==> src/rtl/pipe_ctrl_if.sv <==
// Bundle of the ID/EX status signals seen by the pipeline sequencing
// controller and the run/flush/redirect/trap controls it returns.
//
// Handshake: redirect_valid_o and trap_valid_o have no ready. Fetch loads
// redirect_pc_o and the trap unit commits trap_epc_o/trap_cause_o in the same
// cycle the valid is high. The payloads are zero whenever their valid is low.
interface pipe_ctrl_if #(
    parameter int PC_WIDTH = 32
);
    logic                ID_valid_i;
    logic [PC_WIDTH-1:0] ID_pc_i;
    logic                ID_pc_misalign_i;
    logic                ID_if_bus_err_i;
    logic [4:0]          ID_rs1_i;
    logic [4:0]          ID_rs2_i;
    logic                ID_rs1_used_i;
    logic                ID_rs2_used_i;
    logic                EX_valid_i;
    logic                EX_load_i;
    logic [4:0]          EX_rd_i;
    logic                EX_br_valid_i;
    logic                EX_br_taken_i;
    logic                EX_prdt_taken_i;
    logic [PC_WIDTH-1:0] EX_br_target_i;
    logic [PC_WIDTH-1:0] EX_pc_i;
    logic                ID_run_o;
    logic                flush_IF_o;
    logic                flush_ID_o;
    logic                ex_bubble_o;
    logic                redirect_valid_o;
    logic [PC_WIDTH-1:0] redirect_pc_o;
    logic                trap_valid_o;
    logic [PC_WIDTH-1:0] trap_epc_o;
    logic [3:0]          trap_cause_o;
    logic                busy_o;

    // Pipeline side: drives stage status, receives controls.
    modport master (
        output ID_valid_i, ID_pc_i, ID_pc_misalign_i, ID_if_bus_err_i,
               ID_rs1_i, ID_rs2_i, ID_rs1_used_i, ID_rs2_used_i,
               EX_valid_i, EX_load_i, EX_rd_i, EX_br_valid_i, EX_br_taken_i,
               EX_prdt_taken_i, EX_br_target_i, EX_pc_i,
        input  ID_run_o, flush_IF_o, flush_ID_o, ex_bubble_o,
               redirect_valid_o, redirect_pc_o, trap_valid_o, trap_epc_o,
               trap_cause_o, busy_o
    );

    // Controller side.
    modport slave (
        input  ID_valid_i, ID_pc_i, ID_pc_misalign_i, ID_if_bus_err_i,
               ID_rs1_i, ID_rs2_i, ID_rs1_used_i, ID_rs2_used_i,
               EX_valid_i, EX_load_i, EX_rd_i, EX_br_valid_i, EX_br_taken_i,
               EX_prdt_taken_i, EX_br_target_i, EX_pc_i,
        output ID_run_o, flush_IF_o, flush_ID_o, ex_bubble_o,
               redirect_valid_o, redirect_pc_o, trap_valid_o, trap_epc_o,
               trap_cause_o, busy_o
    );
endinterface

==> src/rtl/pipe_ctrl.sv <==
// IF/ID/EX sequencing controller: mispredict redirect, load-use stall and
// the fetch-exception drain/trap sequence (RUN -> DRAIN -> TRAP -> RUN).
module pipe_ctrl #(
    parameter int                   PC_WIDTH     = 32,
    parameter logic [PC_WIDTH-1:0]  TRAP_VEC     = 32'h0000_0100,
    parameter int                   DRAIN_CYCLES = 2
) (
    input  logic       clk,
    input  logic       rst,
    pipe_ctrl_if.slave bus
);
    typedef enum logic [1:0] {
        ST_RUN   = 2'd0,
        ST_DRAIN = 2'd1,
        ST_TRAP  = 2'd2
    } state_t;

    localparam logic [3:0] DRAIN_LOAD = 4'(DRAIN_CYCLES - 1);

    state_t              state_q, state_d;
    logic [3:0]          cnt_q, cnt_d;
    logic [PC_WIDTH-1:0] epc_q, epc_d;
    logic [3:0]          cause_q, cause_d;

    logic                mispredict;
    logic [PC_WIDTH-1:0] mp_pc;
    logic                fetch_exc;
    logic                rs_hit;
    logic                load_use;

    assign mispredict = bus.EX_valid_i & bus.EX_br_valid_i &
                        (bus.EX_br_taken_i != bus.EX_prdt_taken_i);
    // Not-taken correction resumes at the fall-through; wraps modulo 2^PC_WIDTH.
    assign mp_pc      = bus.EX_br_taken_i ? bus.EX_br_target_i
                                          : bus.EX_pc_i + PC_WIDTH'(4);
    assign fetch_exc  = bus.ID_valid_i & (bus.ID_pc_misalign_i | bus.ID_if_bus_err_i);
    assign rs_hit     = (bus.ID_rs1_used_i & (bus.ID_rs1_i == bus.EX_rd_i)) |
                        (bus.ID_rs2_used_i & (bus.ID_rs2_i == bus.EX_rd_i));
    assign load_use   = bus.EX_valid_i & bus.EX_load_i & (bus.EX_rd_i != 5'd0) &
                        bus.ID_valid_i & rs_hit;

    // Per-state controls and next state; everything is forced idle during reset.
    always_comb begin
        bus.ID_run_o         = 1'b1;
        bus.flush_IF_o       = 1'b0;
        bus.flush_ID_o       = 1'b0;
        bus.ex_bubble_o      = 1'b0;
        bus.redirect_valid_o = 1'b0;
        bus.redirect_pc_o    = '0;
        bus.trap_valid_o     = 1'b0;
        bus.trap_epc_o       = '0;
        bus.trap_cause_o     = 4'd0;
        bus.busy_o           = 1'b0;
        state_d              = state_q;
        cnt_d                = cnt_q;
        epc_d                = epc_q;
        cause_d              = cause_q;

        if (!rst) begin
            bus.busy_o = (state_q != ST_RUN);
            // A mispredict redirect wins in every state.
            if (mispredict) begin
                bus.redirect_valid_o = 1'b1;
                bus.redirect_pc_o    = mp_pc;
                bus.flush_IF_o       = 1'b1;
                bus.flush_ID_o       = 1'b1;
            end
            case (state_q)
                ST_RUN: begin
                    if (!mispredict && fetch_exc) begin
                        bus.flush_IF_o  = 1'b1;
                        bus.flush_ID_o  = 1'b1;
                        bus.ex_bubble_o = 1'b1;
                        state_d         = ST_DRAIN;
                        cnt_d           = DRAIN_LOAD;
                        epc_d           = bus.ID_pc_i;
                        cause_d         = bus.ID_pc_misalign_i ? 4'd0 : 4'd1;
                    end else if (!mispredict && load_use) begin
                        bus.ID_run_o    = 1'b0;
                        bus.ex_bubble_o = 1'b1;
                    end
                end
                ST_DRAIN: begin
                    bus.ID_run_o    = 1'b0;
                    bus.flush_IF_o  = 1'b1;
                    bus.flush_ID_o  = 1'b1;
                    bus.ex_bubble_o = 1'b1;
                    if (mispredict) begin
                        // An older branch redirected: the faulting instruction was wrong-path.
                        state_d = ST_RUN;
                        cnt_d   = 4'd0;
                        epc_d   = '0;
                        cause_d = 4'd0;
                    end else if (cnt_q == 4'd0) begin
                        state_d = ST_TRAP;
                    end else begin
                        cnt_d = cnt_q - 4'd1;
                    end
                end
                ST_TRAP: begin
                    bus.ID_run_o         = 1'b0;
                    bus.flush_IF_o       = 1'b1;
                    bus.flush_ID_o       = 1'b1;
                    bus.redirect_valid_o = 1'b1;
                    if (!mispredict) begin
                        bus.redirect_pc_o = TRAP_VEC;
                        bus.trap_valid_o  = 1'b1;
                        bus.trap_epc_o    = epc_q;
                        bus.trap_cause_o  = cause_q;
                    end
                    state_d = ST_RUN;
                    cnt_d   = 4'd0;
                    epc_d   = '0;
                    cause_d = 4'd0;
                end
                default: begin
                    state_d = ST_RUN;
                    cnt_d   = 4'd0;
                    epc_d   = '0;
                    cause_d = 4'd0;
                end
            endcase
        end
    end

    // Controller state: FSM, drain counter and captured exception info.
    always_ff @(posedge clk) begin
        if (rst) begin
            state_q <= ST_RUN;
            cnt_q   <= 4'd0;
            epc_q   <= '0;
            cause_q <= 4'd0;
        end else begin
            state_q <= state_d;
            cnt_q   <= cnt_d;
            epc_q   <= epc_d;
            cause_q <= cause_d;
        end
    end
endmodule

==> src/flat_wrapper.sv <==
// flat-port wrapper written by rule: the top's interface ports become plain ports
module pipe_ctrl_flat 
#(
    parameter int                   PC_WIDTH     = 32,
    parameter logic [PC_WIDTH-1:0]  TRAP_VEC     = 32'h0000_0100,
    parameter int                   DRAIN_CYCLES = 2
)
  (clk, rst, bus_ID_valid_i, bus_ID_pc_i, bus_ID_pc_misalign_i, bus_ID_if_bus_err_i, bus_ID_rs1_i, bus_ID_rs2_i, bus_ID_rs1_used_i, bus_ID_rs2_used_i, bus_EX_valid_i, bus_EX_load_i, bus_EX_rd_i, bus_EX_br_valid_i, bus_EX_br_taken_i, bus_EX_prdt_taken_i, bus_EX_br_target_i, bus_EX_pc_i, bus_ID_run_o, bus_flush_IF_o, bus_flush_ID_o, bus_ex_bubble_o, bus_redirect_valid_o, bus_redirect_pc_o, bus_trap_valid_o, bus_trap_epc_o, bus_trap_cause_o, bus_busy_o);
  pipe_ctrl_if #(.PC_WIDTH(PC_WIDTH)) bus_i ();
  input  logic clk;
  input  logic rst;
  input wire logic [$bits(bus_i.ID_valid_i)-1:0] bus_ID_valid_i;
  input wire logic [$bits(bus_i.ID_pc_i)-1:0] bus_ID_pc_i;
  input wire logic [$bits(bus_i.ID_pc_misalign_i)-1:0] bus_ID_pc_misalign_i;
  input wire logic [$bits(bus_i.ID_if_bus_err_i)-1:0] bus_ID_if_bus_err_i;
  input wire logic [$bits(bus_i.ID_rs1_i)-1:0] bus_ID_rs1_i;
  input wire logic [$bits(bus_i.ID_rs2_i)-1:0] bus_ID_rs2_i;
  input wire logic [$bits(bus_i.ID_rs1_used_i)-1:0] bus_ID_rs1_used_i;
  input wire logic [$bits(bus_i.ID_rs2_used_i)-1:0] bus_ID_rs2_used_i;
  input wire logic [$bits(bus_i.EX_valid_i)-1:0] bus_EX_valid_i;
  input wire logic [$bits(bus_i.EX_load_i)-1:0] bus_EX_load_i;
  input wire logic [$bits(bus_i.EX_rd_i)-1:0] bus_EX_rd_i;
  input wire logic [$bits(bus_i.EX_br_valid_i)-1:0] bus_EX_br_valid_i;
  input wire logic [$bits(bus_i.EX_br_taken_i)-1:0] bus_EX_br_taken_i;
  input wire logic [$bits(bus_i.EX_prdt_taken_i)-1:0] bus_EX_prdt_taken_i;
  input wire logic [$bits(bus_i.EX_br_target_i)-1:0] bus_EX_br_target_i;
  input wire logic [$bits(bus_i.EX_pc_i)-1:0] bus_EX_pc_i;
  output wire logic [$bits(bus_i.ID_run_o)-1:0] bus_ID_run_o;
  output wire logic [$bits(bus_i.flush_IF_o)-1:0] bus_flush_IF_o;
  output wire logic [$bits(bus_i.flush_ID_o)-1:0] bus_flush_ID_o;
  output wire logic [$bits(bus_i.ex_bubble_o)-1:0] bus_ex_bubble_o;
  output wire logic [$bits(bus_i.redirect_valid_o)-1:0] bus_redirect_valid_o;
  output wire logic [$bits(bus_i.redirect_pc_o)-1:0] bus_redirect_pc_o;
  output wire logic [$bits(bus_i.trap_valid_o)-1:0] bus_trap_valid_o;
  output wire logic [$bits(bus_i.trap_epc_o)-1:0] bus_trap_epc_o;
  output wire logic [$bits(bus_i.trap_cause_o)-1:0] bus_trap_cause_o;
  output wire logic [$bits(bus_i.busy_o)-1:0] bus_busy_o;
  assign bus_i.ID_valid_i = bus_ID_valid_i;
  assign bus_i.ID_pc_i = bus_ID_pc_i;
  assign bus_i.ID_pc_misalign_i = bus_ID_pc_misalign_i;
  assign bus_i.ID_if_bus_err_i = bus_ID_if_bus_err_i;
  assign bus_i.ID_rs1_i = bus_ID_rs1_i;
  assign bus_i.ID_rs2_i = bus_ID_rs2_i;
  assign bus_i.ID_rs1_used_i = bus_ID_rs1_used_i;
  assign bus_i.ID_rs2_used_i = bus_ID_rs2_used_i;
  assign bus_i.EX_valid_i = bus_EX_valid_i;
  assign bus_i.EX_load_i = bus_EX_load_i;
  assign bus_i.EX_rd_i = bus_EX_rd_i;
  assign bus_i.EX_br_valid_i = bus_EX_br_valid_i;
  assign bus_i.EX_br_taken_i = bus_EX_br_taken_i;
  assign bus_i.EX_prdt_taken_i = bus_EX_prdt_taken_i;
  assign bus_i.EX_br_target_i = bus_EX_br_target_i;
  assign bus_i.EX_pc_i = bus_EX_pc_i;
  assign bus_ID_run_o = bus_i.ID_run_o;
  assign bus_flush_IF_o = bus_i.flush_IF_o;
  assign bus_flush_ID_o = bus_i.flush_ID_o;
  assign bus_ex_bubble_o = bus_i.ex_bubble_o;
  assign bus_redirect_valid_o = bus_i.redirect_valid_o;
  assign bus_redirect_pc_o = bus_i.redirect_pc_o;
  assign bus_trap_valid_o = bus_i.trap_valid_o;
  assign bus_trap_epc_o = bus_i.trap_epc_o;
  assign bus_trap_cause_o = bus_i.trap_cause_o;
  assign bus_busy_o = bus_i.busy_o;
  pipe_ctrl #(.PC_WIDTH(PC_WIDTH), .TRAP_VEC(TRAP_VEC), .DRAIN_CYCLES(DRAIN_CYCLES)) u_core (.clk(clk), .rst(rst), .bus(bus_i));
endmodule
==> config.mk <==
export PLATFORM = sky130hd
export DESIGN_NAME = pipe_ctrl_flat
export DESIGN_NICKNAME = d
export VERILOG_FILES = /design/src/rtl/pipe_ctrl_if.sv /design/src/rtl/pipe_ctrl.sv /design/src/flat_wrapper.sv
export SDC_FILE = /design/constraint.sdc
export NUM_CORES = 1
export LEC_CHECK = 0
export BUFFER_PORTS_ARGS = -buffer_cell sky130_fd_sc_hd__buf_2
export CORE_MARGIN = 8
export CORE_UTILIZATION = 39
export DETAILED_ROUTE_END_ITERATION = 7
export GPL_TIMING_DRIVEN = 1
export PLACE_DENSITY = 0.8
export SLEW_MARGIN = 20
export SYNTH_ARGS = -nofsm -noshare
export SYNTH_HDL_FRONTEND = slang
export SYNTH_SLANG_ARGS = --single-unit
==> constraint.sdc <==
create_clock -name clk -period 1.9 [get_ports clk]
set_input_delay 0.285 -clock clk [delete_from_list [all_inputs] [get_ports clk]]
set_output_delay 0.285 -clock clk [all_outputs]
set_load 0.03 [all_outputs]
==> key figures <==
Outcome
  • Outcome: finished with violations
  • Failing checks: setup timing

Detailed routing
  • DRC: 0
  • Final ANT Viol Nets: 0
  • Drt pass-1 iters: 6
  • Vias per cell: ~6.0
  • Iteration-0 DRC Markers: 275
  • WL per Instance: between 20 and 25 um
  • Routed WL: 16,600 um
  • Vias: around 4,700

Global route
  • Total GRT Usage: roughly a quarter
  • Initial antenna violation count: 0
  • First-pass GRT wire length: ~23,000 um
  • Number of global-route vias before repair: 4,744
  • Largest net degree at the start of global routing: between 40 and 50
  • Gr ovfl total: 0

Clock network
  • TritonCTS clock tree: yes
  • CTS Hold Bufs: 0
  • Max clock buf depth: 2
  • CTS buffer count: 5
  • CTS H-tree depth: 2
  • Clk slew on worst S/H paths: 0.07 ns
  • Sink Count: 42
  • Later-pin clock latency in the skew report: slightly below 0.3 ns
  • CTS root buf: clkbuf_8

Hold path
  • Hold Path End: u_core.epc_q[1]
  • Min-Delay Path Class: primary input to flip-flop
  • Worst Min Path Start: bus_ID_pc_i[1]
  • Hold depth: 2

Synthesis
  • EDFF count, synth: 0
  • Synth cell types: 49
  • Post-Synth Simple-Gate Area: 28.0%
  • Post-Synth Adder-Cell Area: 2.80%
  • FFs w/ async S/R, synth: 0%
  • Top-area cell type share of the netlist area: 26.9%
  • Post-synth net total: 530
  • Synth area leaders: dfxtp_1 27%, a32o_1 11%, and2_1 7.6%
  • Post-synthesis compound-gate area fraction: 29.4%
  • Synth Area in XOR/XNOR: 5.89%
  • Cell taking the most area after synthesis: dfxtp_1
  • Primary FF master, synth: dfxtp_1
  • Mux contribution to synthesized area: 1.28%
  • Synth Register Bits: between 40 and 50
  • Cells after Synth: 400
  • Largest family of logic cells by synthesized area: compound AO/OA/AOI/OAI gates
  • Synth warn: 0
  • Synth Area per Inst: between 7 and 8 um2
  • Sequential-to-total area share from yosys stat: 26.9%
  • Cell Area, Synth: 3120 um2

Final layout
  • Area grow syn2layout: 100%
  • Final core occ: 81.0%
  • ANT cells: 0
  • Final instance area: 6260 um2
  • Final Net Count: 810
  • Share of layout cells above drive strength 1: about 61%
  • Layout Cells excl Fill: 781

Timing
  • Relative slew margins: between 60 and 70%
  • Final setup fails: 52
  • Fin. max-slew vios: 0
  • Crit path time final: 2.28 ns
  • Hold WS: 0.203 ns
  • PnR worst setup slack: -0.381 ns
  • Final setup TNS: -5.89 ns
  • Clk_skew: 0.00286 ns
  • Final Cycle Share: 120%
  • Measured slew at the worst slew-check pin: 0.497 ns
  • RSZ-0062 raised after global routing: yes
  • Max Clk Rate: 438 MHz
  • Final hold viol count: 0

Die
  • Die W: 106 um
  • Core Box Area: between 7000 and 8000 um2
  • Die Footprint: between 10,000 and 15,000 um2
  • Cell row count: 32
  • Ports: 198
  • DIE HEIGHT: 106 um
  • Starting density of the core: between 40 and 50%

Setup path
  • Reg-to-Reg End: u_core.epc_q[28]
  • Reg-to-reg critical path startpoint: u_core.state_q[0]
  • Worst setup SP type: primary input
  • Slowest CP cell: or4_4
  • Arrival time worst endpoint: 2.00 ns
  • FF-to-FF setup slack: 0.19 ns
  • Cell family with most CP delay: simple AND/OR/NAND/NOR gates
  • Slowest stage delay, CP: 0.55 ns
  • Path depth of the worst reg2reg path: 9
  • Critical path type: primary input to output port
  • Worst EP required: 1.62 ns
  • Critical path capture point type: output port
  • Worst path buffer plus inverter count: 4
  • Cell Chain, Critical Path: buf_8 -> nand3_4 -> or4_4 -> buf_4 -> buf_6 -> o21ai_0 -> a31oi_2 -> buf_6
  • Top cell by count, worst path: buf_6
  • CP max FO: 6
  • Crit. Startpoint: bus_EX_pc_i[11]

Power
  • Peak supply drop: 0.000840 V
  • Power Density: 644 nW/um2
  • Power Total: 4.03 mW
  • Static leakage: roughly 2.7 nW

Place
  • Port Buffer Count: 197
  • Place WS: -0.519 ns
  • Placed Instance Area: roughly 5000 um2
  • HPWL reported at the end of detailed placement: 10,100 um
  • Cell count after placement: 745
  • GP Congestion: 0.877

Run
  • Max cap viols: 0
[timing repair]
action                                  4_1_cts  5_1_grt
resized for setup                           177       91
setup buffers                                15       12
pin swaps                                    51       25
gates cloned                                  4        6
endpoints found under the setup margin       59       65
[kinds of logic after synthesis]
group           count (synthesis)
simple gates                  155
compound gates                126
buf+inv                        45
flops                          42
xor+xnor                       21
fa+ha+maj                       7
mux                             4
[metal layers]
| metal | wire length [um] | part of all wire, % | global-route usage [%] |
|---|---|---|---|
| met5 | 0 | 0 | 0 |
| met4 | 807 | 4.9 | 10.1 |
| met3 | 1790 | 11 | 8.89 |
| met2 | 8220 | 50 | 46.3 |
| met1 | 5760 | 35 | 24.2 |
[sequential cells by signal (all words and copies together) (netlist names)]
register / flops
u_core.epc_q: 32
u_core.cause_q: 4
u_core.state_q: 2
u_core.cnt_q: 4
[power breakdown]
group          internal, mW  switching, mW
logic                  1.11           1.24
clock network         0.281          0.289
registers              1.02         0.0861
[synthesized netlist by cell type, drive strengths merged (5+ instances only)]
| master | n |
|---|---|
| nand4 | 5 |
| and3 | 10 |
| ha | 7 |
| buf | 7 |
| o31ai | 9 |
| and2 | 39 |
| xor2 | 9 |
| dfxtp | 42 |
| nand3 | 14 |
| clkbuf | 25 |
| or3 | 5 |
| nor3 | 8 |
| nor2 | 19 |
| inv | 12 |
| xnor2 | 12 |
| a21oi | 15 |
| o21ai | 31 |
| a32o | 33 |
| nor4 | 10 |
| nand2 | 23 |
| or4 | 10 |
| a31oi | 12 |
[layout make-up]
type                            count  area [um2]
Timing Repair Buffer              305        2410
Fill cell                         463        1470
Inverter                           13        48.8
Clock buffer                        6        82.6
Multi-Input combinational cell    313        2750
Tap cell                          102         128
Sequential cell                    42         846
[cell usage in the layout, fill, tap and decap left out, types with 5 or more instances in the layout]
| cell type | count |
|---|---|
| buf_2 | 123 |
| buf_4 | 90 |
| buf_6 | 79 |
| dfxtp_1 | 40 |
| a32o_1 | 33 |
| and2_4 | 31 |
| o21ai_0 | 26 |
| nand2_1 | 22 |
| nor2_1 | 17 |
| a21oi_1 | 13 |
| xnor2_1 | 11 |
| and3_1 | 10 |
| inv_1 | 9 |
| nand3_1 | 9 |
| a31oi_4 | 9 |
| xor2_1 | 9 |
| or4_4 | 8 |
| and2_1 | 7 |
| buf_8 | 7 |
| nor4_2 | 6 |
| clkbuf_8 | 6 |
| nand4_1 | 5 |
| buf_12 | 5 |
[worst max-delay path by stage]
stage | endpoint | slack (ns) | cells after the start
finish | bus_redirect_pc_o[19] | -0.38 | 8
global route | bus_redirect_pc_o[19] | -0.44 | 8
CTS | bus_redirect_pc_o[31] | -0.33 | 7
detailed placement | bus_redirect_pc_o[31] | -0.52 | 7
global placement | bus_redirect_pc_o[31] | -0.50 | 7
floorplan | bus_redirect_pc_o[31] | -0.25 | 5
Power figures use the tool's default switching activity.
